==> config.mk <==
export PLATFORM = sky130hd
export DESIGN_NAME = apb_master_arbiter
export DESIGN_NICKNAME = d
export VERILOG_FILES = /design/src/rtl/apb_master_arbiter.sv
export SDC_FILE = /design/constraint.sdc
export NUM_CORES = 1
export LEC_CHECK = 0
export CORE_ASPECT_RATIO = 0.5
export CORE_UTILIZATION = 55
export CTS_CLUSTER_SIZE = 12
export DETAILED_ROUTE_END_ITERATION = 10
export DONT_BUFFER_PORTS = 1
export PLACE_DENSITY = 0.73
export SLEW_MARGIN = 10
export SYNTH_ARGS = -nofsm -noshare
export SYNTH_HDL_FRONTEND = slang
export SYNTH_SLANG_ARGS = --single-unit
==> constraint.sdc <==
create_clock -name APB_PCLK -period 5.21 [get_ports APB_PCLK]
set_clock_uncertainty 0.15 [all_clocks]
set_input_delay 1.042 -clock APB_PCLK [delete_from_list [all_inputs] [get_ports APB_PCLK]]
set_output_delay 1.042 -clock APB_PCLK [all_outputs]
set_load 0.02 [all_outputs]
==> src/rtl/apb_master_arbiter.sv <==
// Two-master APB arbiter/sequencer: round-robin grant, setup/access sequencing,
// access-phase timeout, and per-master completion pulse with read data and error.
module apb_master_arbiter #(
  parameter int ADDR_W      = 32,
  parameter int DATA_W      = 32,
  parameter int SETUP_PHASE = 1,
  parameter int TIMEOUT     = 255
) (
  input  logic              APB_PCLK,
  input  logic              APB_PRESET,

  input  logic              m0_req,
  input  logic              m0_write,
  input  logic [ADDR_W-1:0] m0_addr,
  input  logic [DATA_W-1:0] m0_wdata,
  output logic [DATA_W-1:0] m0_rdata,
  output logic              m0_ready,
  output logic              m0_err,

  input  logic              m1_req,
  input  logic              m1_write,
  input  logic [ADDR_W-1:0] m1_addr,
  input  logic [DATA_W-1:0] m1_wdata,
  output logic [DATA_W-1:0] m1_rdata,
  output logic              m1_ready,
  output logic              m1_err,

  output logic              APB_psel,
  output logic              APB_penable,
  output logic              APB_pwrite,
  output logic [ADDR_W-1:0] APB_paddr,
  output logic [DATA_W-1:0] APB_pwdata,
  input  logic [DATA_W-1:0] APB_prdata,
  input  logic              APB_pready,
  input  logic              APB_perr,

  output logic              grant,
  output logic              busy
);

  localparam int              CNT_W     = (TIMEOUT > 0) ? $clog2(TIMEOUT + 1) : 1;
  localparam logic [CNT_W:0]  TMO_LIMIT = (CNT_W + 1)'(TIMEOUT);

  typedef enum logic [1:0] {
    S_IDLE,
    S_SETUP,
    S_ACCESS,
    S_DONE
  } state_t;

  state_t              r_state;
  logic                r_psel;
  logic                r_penable;
  logic                r_pwrite;
  logic                r_write;
  logic [ADDR_W-1:0]   r_paddr;
  logic [DATA_W-1:0]   r_pwdata;
  logic [DATA_W-1:0]   r_m0_rdata;
  logic [DATA_W-1:0]   r_m1_rdata;
  logic                r_m0_ready;
  logic                r_m1_ready;
  logic                r_m0_err;
  logic                r_m1_err;
  logic                r_grant;
  logic                r_last_served;
  logic                r_busy;
  logic [CNT_W-1:0]    r_cnt;

  logic                w_any_req;
  logic                w_pick;
  logic                w_sel_write;
  logic [ADDR_W-1:0]   w_sel_addr;
  logic [DATA_W-1:0]   w_sel_wdata;
  logic [CNT_W:0]      w_cnt_inc;
  logic                w_timeout;
  logic                w_finish;
  logic [DATA_W-1:0]   w_cap_rdata;
  logic                w_cap_err;

  // NOTE: every signal gets a value before any branch so no latch is inferred.
  always_comb begin
    w_any_req = m0_req | m1_req;
    if (m0_req && m1_req) begin
      w_pick = ~r_last_served;
    end else begin
      w_pick = m1_req;
    end
    w_sel_write = w_pick ? m1_write : m0_write;
    w_sel_addr  = w_pick ? m1_addr  : m0_addr;
    w_sel_wdata = w_pick ? m1_wdata : m0_wdata;

    // Extra bit on the increment so the compare against TIMEOUT never wraps.
    w_cnt_inc   = {1'b0, r_cnt} + (CNT_W + 1)'(1);
    w_timeout   = (TIMEOUT != 0) && !APB_pready && (w_cnt_inc == TMO_LIMIT);
    w_finish    = APB_pready | w_timeout;
    w_cap_err   = APB_pready ? APB_perr : 1'b1;
    w_cap_rdata = (APB_pready && !r_write) ? APB_prdata : '0;
  end

  // NOTE: sequential state uses non-blocking assignments so every register
  // samples pre-edge values regardless of statement order.
  always_ff @(posedge APB_PCLK or posedge APB_PRESET) begin
    if (APB_PRESET) begin
      r_state       <= S_IDLE;
      r_psel        <= 1'b0;
      r_penable     <= 1'b0;
      r_pwrite      <= 1'b0;
      r_write       <= 1'b0;
      r_paddr       <= '0;
      r_pwdata      <= '0;
      r_m0_rdata    <= '0;
      r_m1_rdata    <= '0;
      r_m0_ready    <= 1'b0;
      r_m1_ready    <= 1'b0;
      r_m0_err      <= 1'b0;
      r_m1_err      <= 1'b0;
      r_grant       <= 1'b0;
      r_last_served <= 1'b1;
      r_busy        <= 1'b0;
      r_cnt         <= '0;
    end else begin
      case (r_state)
        S_IDLE: begin
          if (w_any_req) begin
            r_grant       <= w_pick;
            r_last_served <= w_pick;
            r_paddr       <= w_sel_addr;
            r_pwdata      <= w_sel_wdata;
            r_write       <= w_sel_write;
            r_pwrite      <= w_sel_write;
            r_psel        <= 1'b1;
            r_busy        <= 1'b1;
            r_cnt         <= '0;
            if (SETUP_PHASE != 0) begin
              r_state   <= S_SETUP;
              r_penable <= 1'b0;
            end else begin
              r_state   <= S_ACCESS;
              r_penable <= 1'b1;
            end
          end
        end

        S_SETUP: begin
          r_state   <= S_ACCESS;
          r_penable <= 1'b1;
          r_cnt     <= '0;
        end

        S_ACCESS: begin
          if (w_finish) begin
            r_state   <= S_DONE;
            r_psel    <= 1'b0;
            r_penable <= 1'b0;
            r_pwrite  <= 1'b0;
            if (r_grant) begin
              r_m1_ready <= 1'b1;
              r_m1_rdata <= w_cap_rdata;
              r_m1_err   <= w_cap_err;
            end else begin
              r_m0_ready <= 1'b1;
              r_m0_rdata <= w_cap_rdata;
              r_m0_err   <= w_cap_err;
            end
          end else begin
            r_cnt <= w_cnt_inc[CNT_W-1:0];
          end
        end

        S_DONE: begin
          r_state    <= S_IDLE;
          r_busy     <= 1'b0;
          r_m0_ready <= 1'b0;
          r_m1_ready <= 1'b0;
          r_m0_rdata <= '0;
          r_m1_rdata <= '0;
          r_m0_err   <= 1'b0;
          r_m1_err   <= 1'b0;
        end

        default: r_state <= S_IDLE;
      endcase
    end
  end

  assign APB_psel    = r_psel;
  assign APB_penable = r_penable;
  assign APB_pwrite  = r_pwrite;
  assign APB_paddr   = r_paddr;
  assign APB_pwdata  = r_pwdata;
  assign m0_rdata    = r_m0_rdata;
  assign m1_rdata    = r_m1_rdata;
  assign m0_ready    = r_m0_ready;
  assign m1_ready    = r_m1_ready;
  assign m0_err      = r_m0_err;
  assign m1_err      = r_m1_err;
  assign grant       = r_grant;
  assign busy        = r_busy;

endmodule

* Word-level counts from Yosys, hierarchy flattened *
Index checks and enable logic that the tools add are counted.

word-level totals
  register bits after elaboration = 149
  bits of input ports = 168
  word-level logic and storage cells = 86

cells by class
  $add $sub $neg = 1
  equal/unequal tests = 9
  muxes and demuxes = 38
  bitwise operators = 3
  reduce and logical (&&, ||, !) cells = 18

operator list
  cell                                            count
  two-way mux 32 bit                              7
  one-hot mux 32 bit (2 select lines)             2
  one-hot mux 8 bit (3 select lines)              1
  two-way mux 8 bit                               2
  two-way mux 1 bit                               15
  AND reduction 3 bit                             5
  one-hot mux 1 bit (2 select lines)              7
  inequality test 2 bit (second input constant)   5
  adder 8 x 1 -> 9 bit (second input constant)    1
  == test 9 x 8 -> 1 bit (second input constant)  1
  one-hot mux 2 bit (4 select lines)              1
  AND reduction 2 bit                             3
  nonzero test 2 bit                              3
  == test 2 bit (second input constant)           2
  two-way mux 2 bit                               2
  logical AND 1 bit                               3
  one-hot mux 1 bit (3 select lines)              1
  nonzero test 3 bit                              1
  == test 2 x 1 -> 1 bit (second input constant)  1
  zero test 1 bit                                 2
  zero test 2 bit                                 1
  OR 1 bit                                        2
  inverter 1 bit                                  1

* Longest topological paths before layout *
  depth in word-level cells = 6
  mapped depth = 8
  depth with buffers taken out = 7

* Least setup slack after synthesis *
OpenSTA, ideal clock, no wires.

  path type = input to register
  from = input port APB_pready
  to = register r_cnt[1]
  arrival time = 2146 ps
  data required time = 4934 ps
  slack = 2788 ps
  stages on the path = 6
  path through = a311o_1 -> o311ai_2 -> a21oi_4 -> buf_4 -> and3_1 -> a221o_1

on the way
  cells in the longest elaborated chain, start to end = 5

RTL lines
  what                                        line  RTL
  start: declaration                          34    input logic APB_pready,
  zero test 1 bit                             94    w_timeout = (TIMEOUT != 0) && !APB_pready && (w_cnt_inc == TMO_LIMIT);
  logical AND 1 bit                           94
  OR 1 bit (*)                                95    w_finish = APB_pready | w_timeout;
  inequality test 2 bit (no source line) (*)  -
  AND reduction 3 bit (no source line) (*)    -
  end signal: assignment                      166   r_cnt <= w_cnt_inc[CNT_W-1:0];
  end: declaration                            67    logic [CNT_W-1:0] r_cnt;

Every way passes the cells marked *; elsewhere a longest branch is shown, timed or not.
A chain may end at the register's enable or synchronous reset.

* Worst setup path in the final report *
  from = register r_cnt[1]
  to = register r_m1_rdata[24], in the netlist m1_rdata[24]

on the way
  cells in the longest elaborated chain, start to end = 6

RTL lines
  what                                    line  RTL
  adder 8 x 1 -> 9 bit                    93    w_cnt_inc = {1'b0, r_cnt} + (CNT_W + 1)'(1);
  == test 9 x 8 -> 1 bit                  94
  logical AND 1 bit                       94
  OR 1 bit                                95
  inequality test 2 bit (no source line)  -
  AND reduction 3 bit (no source line)    -
  end signal: assignment                  158   r_m1_rdata <= w_cap_rdata;
  end: declaration                        59    logic [DATA_W-1:0] r_m1_rdata;

Every way passes these cells.

==> results_dict.tcl <==
set metrics [dict create \
    seq_area_frac_synth_pct 57.4 \
    finalSetupViolCount 0 \
    final_nets 715 \
    root_buffer "clkbuf_16" \
    synthArstFlopShare_pct 100 \
    final_util_pct 63.5 \
    grt_pass1_wl_um 22600 \
    place.gp.congestion 0.835 \
    clkTransAtPathRegs_ps 60 \
    setup-tns-final_ps 0 \
    cts_buffers 17 \
    num_io_pins 305 \
    dp_cells 681 \
    cts_tree "done" \
    slew_viol_final 0 \
    max-slew-margin-rel_pct 16.7 \
    finalPower_mw 5.07 \
    rows 27 \
    via_per_inst 5.93 \
    fmax_ghz 0.343 \
    start_util_pct 57.8 \
    cts_setup_buffers 0 \
    syn_area_per_cell_um2 11.6 \
    setup_slack_ps 2300 \
    placed_area_um2 6550 \
    dr.pass1.iters 4 \
    timing.final.crit_share_pct 55.9 \
    clockBufferDepth 2 \
    hold_viol 0 \
    p_leak_nw 3.30 \
    rsz0062_at_grt "false" \
    stdcell_area_um2 7140 \
    worstPathRequired_ps 5390 \
    syn-num-nets 733 \
    grt_max_degree 133 \
    dp_hpwl_um 10600 \
    synth-edff-count 0 \
    synth_area_um2 6500 \
    ir_drop_mv 0.326 \
    die_x_um 156 \
    die_y_um 78.9 \
    pre_cts_slack_ps 2220 \
    cts_hold_buf 0 \
    yosysUniqueCellTypes 51 \
    ys_seq_elements 149 \
    grt_pass1_vias 4054 \
    drc 0 \
    cellPowerDensity_nw_per_um2 710 \
    grt_overflow 0 \
    ys_warn_count 0 \
    cap_violations 0 \
    htree_levels 4 \
    die_area_um2 12300 \
    stdcell_count 713 \
    n_antenna_cell 0 \
    grt_antenna_before_repair 0 \
    coreArea_um2 11200 \
    clkLatencyLatePin_ps 410 \
    ys.flop_type "dfrtp_1" \
    io_buffers 0 \
    cp-start-kind "register" \
    worstSetupPathType "reg -> reg" \
    grt_util_all_layers_pct 24.2 \
    netlist_instances 559 \
    cp-end-kind "register" \
    wire_per_inst_um 21.2 \
    area_growth_pct 9.92 \
    final_antenna_net_count 0 \
    vias 4231 \
    cts_resized 0 \
    cts.sinks 149 \
    drive_gt1_share_pct 8.30 \
    cp_max_fo 33 \
    tightest_slew_ps 1250 \
    drt_wl_total_um 15100 \
    status "complete, no violations" \
    period_needed_ps 2910 \
    arrival_ps 3100 \
    dr.first_iter.drc_count 310 \
    min_path_type "reg -> reg" \
    whs_ps 332 \
]
==> where the power goes <==
part | internal [mW] | switching (mW) | total (mW)
clock | 0.700 | 0.513 | 1.21
sequential | 1.69 | 1.07 | 2.76
combinational | 0.480 | 0.624 | 1.10
total | 2.87 | 2.20 | 5.07
==> registers in the layout (all words and copies together), names as in the netlist, 2 cells and up <==
register and count:
m0_rdata 32, r_state 2, APB_pwdata 32, r_cnt 8, m1_rdata 32, APB_paddr 32
==> per-layer routing <==
metal | part of all wire (%) | global-route usage [%] | vias to the layer above
met5 | 0 | 0 | -
met4 | 0.91 | 7.94 | 0
met3 | 10 | 10.6 | 10
met2 | 47 | 37.5 | 155
met1 | 42 | 30.5 | 2064
li1 | - | - | 2002
==> cells in the mapped netlist (3+ instances only) <==
| library cell | number | share of area (%) |
|---|---|---|
| nor2_1 | 6 | 0.35 |
| a21oi_1 | 6 | 0.46 |
| nor2b_1 | 3 | 0.29 |
| buf_1 | 7 | 0.40 |
| o211ai_1 | 5 | 0.58 |
| buf_6 | 6 | 1.0 |
| dfrtp_1 | 148 | 57 |
| buf_2 | 9 | 0.69 |
| nand2_1 | 75 | 4.3 |
| a21o_1 | 4 | 0.46 |
| clkbuf_1 | 18 | 1.0 |
| nor3_1 | 3 | 0.23 |
| o21ai_0 | 67 | 5.2 |
| nand3b_1 | 3 | 0.35 |
| inv_1 | 11 | 0.64 |
| a22o_1 | 65 | 8.8 |
| nand3_1 | 9 | 0.69 |
| and2_1 | 3 | 0.29 |
| ha_1 | 6 | 1.2 |
| mux2i_1 | 65 | 10 |
==> logic make-up (layout without fill, tap and decap cells) <==
family                     count (synthesis)  after routing  synth area share [%]
AOI/OAI and AO/OA                        171            171                  19.3
muxes                                     67             67                  10.4
DFF                                      149            149                  57.4
buffers and inverters                     52             47                  3.93
adders and majority gates                  6              6                  1.16
xor gates and xnor gates                   1              1                 0.135
and+or+nand+nor                          113            113                  7.78
==> final timing paths <==
check                      slack [ps]            startpoint  cells past startpoint                       end
max                              2300  r_cnt[1]$_DFFE_PP0P_                      6  m1_rdata[24]$_DFFE_PP0P_
min                               330   r_write$_DFFE_PP0P_                      1       r_write$_DFFE_PP0P_
max reg2reg                      2300  r_cnt[1]$_DFFE_PP0P_                      6  m1_rdata[24]$_DFFE_PP0P_
min reg2reg                       330   r_write$_DFFE_PP0P_                      1       r_write$_DFFE_PP0P_
max in group asynchronous        3210            APB_PRESET                      2  m1_rdata[19]$_DFFE_PP0P_
min in group asynchronous         510            APB_PRESET                      1  m0_rdata[25]$_DFFE_PP0P_
==> worst max-delay path, cell delays in order (launching register included) <==
cell      delay (ps)
dfrtp_1          460
ha_1             320
nand3_1          240
o311ai_2         390
a21oi_4          150
a31oi_4          830
a22o_1           280
==> layout by cell type (no fill, tap or decap), drive strengths merged, types with 3 or more instances in the layout <==
cell	synthesis	routed
nand2	75	75
nor2b	3	3
inv	11	19
a31oi	3	3
o211ai	5	5
nand3	9	9
a21o	4	4
nand3b	3	3
clkbuf	18	19
a21oi	8	8
dfrtp	148	148
and2	3	3
buf	23	4
o21ai	68	68
ha	6	6
nor2	6	6
clkinvlp	0	3
a22o	65	65
mux2i	65	65
nor3	3	3
==> final cells by class <==
type	instances	area [um2]
timing repair buffer	4	42.5
clock buffer	19	453
multi-input combinational	358	2540
tap	159	199
clock inverter	13	136
fill	903	4110
inverter	11	46.3
sequential	149	3730
No activity file was read; power rests on OpenSTA's default activity.
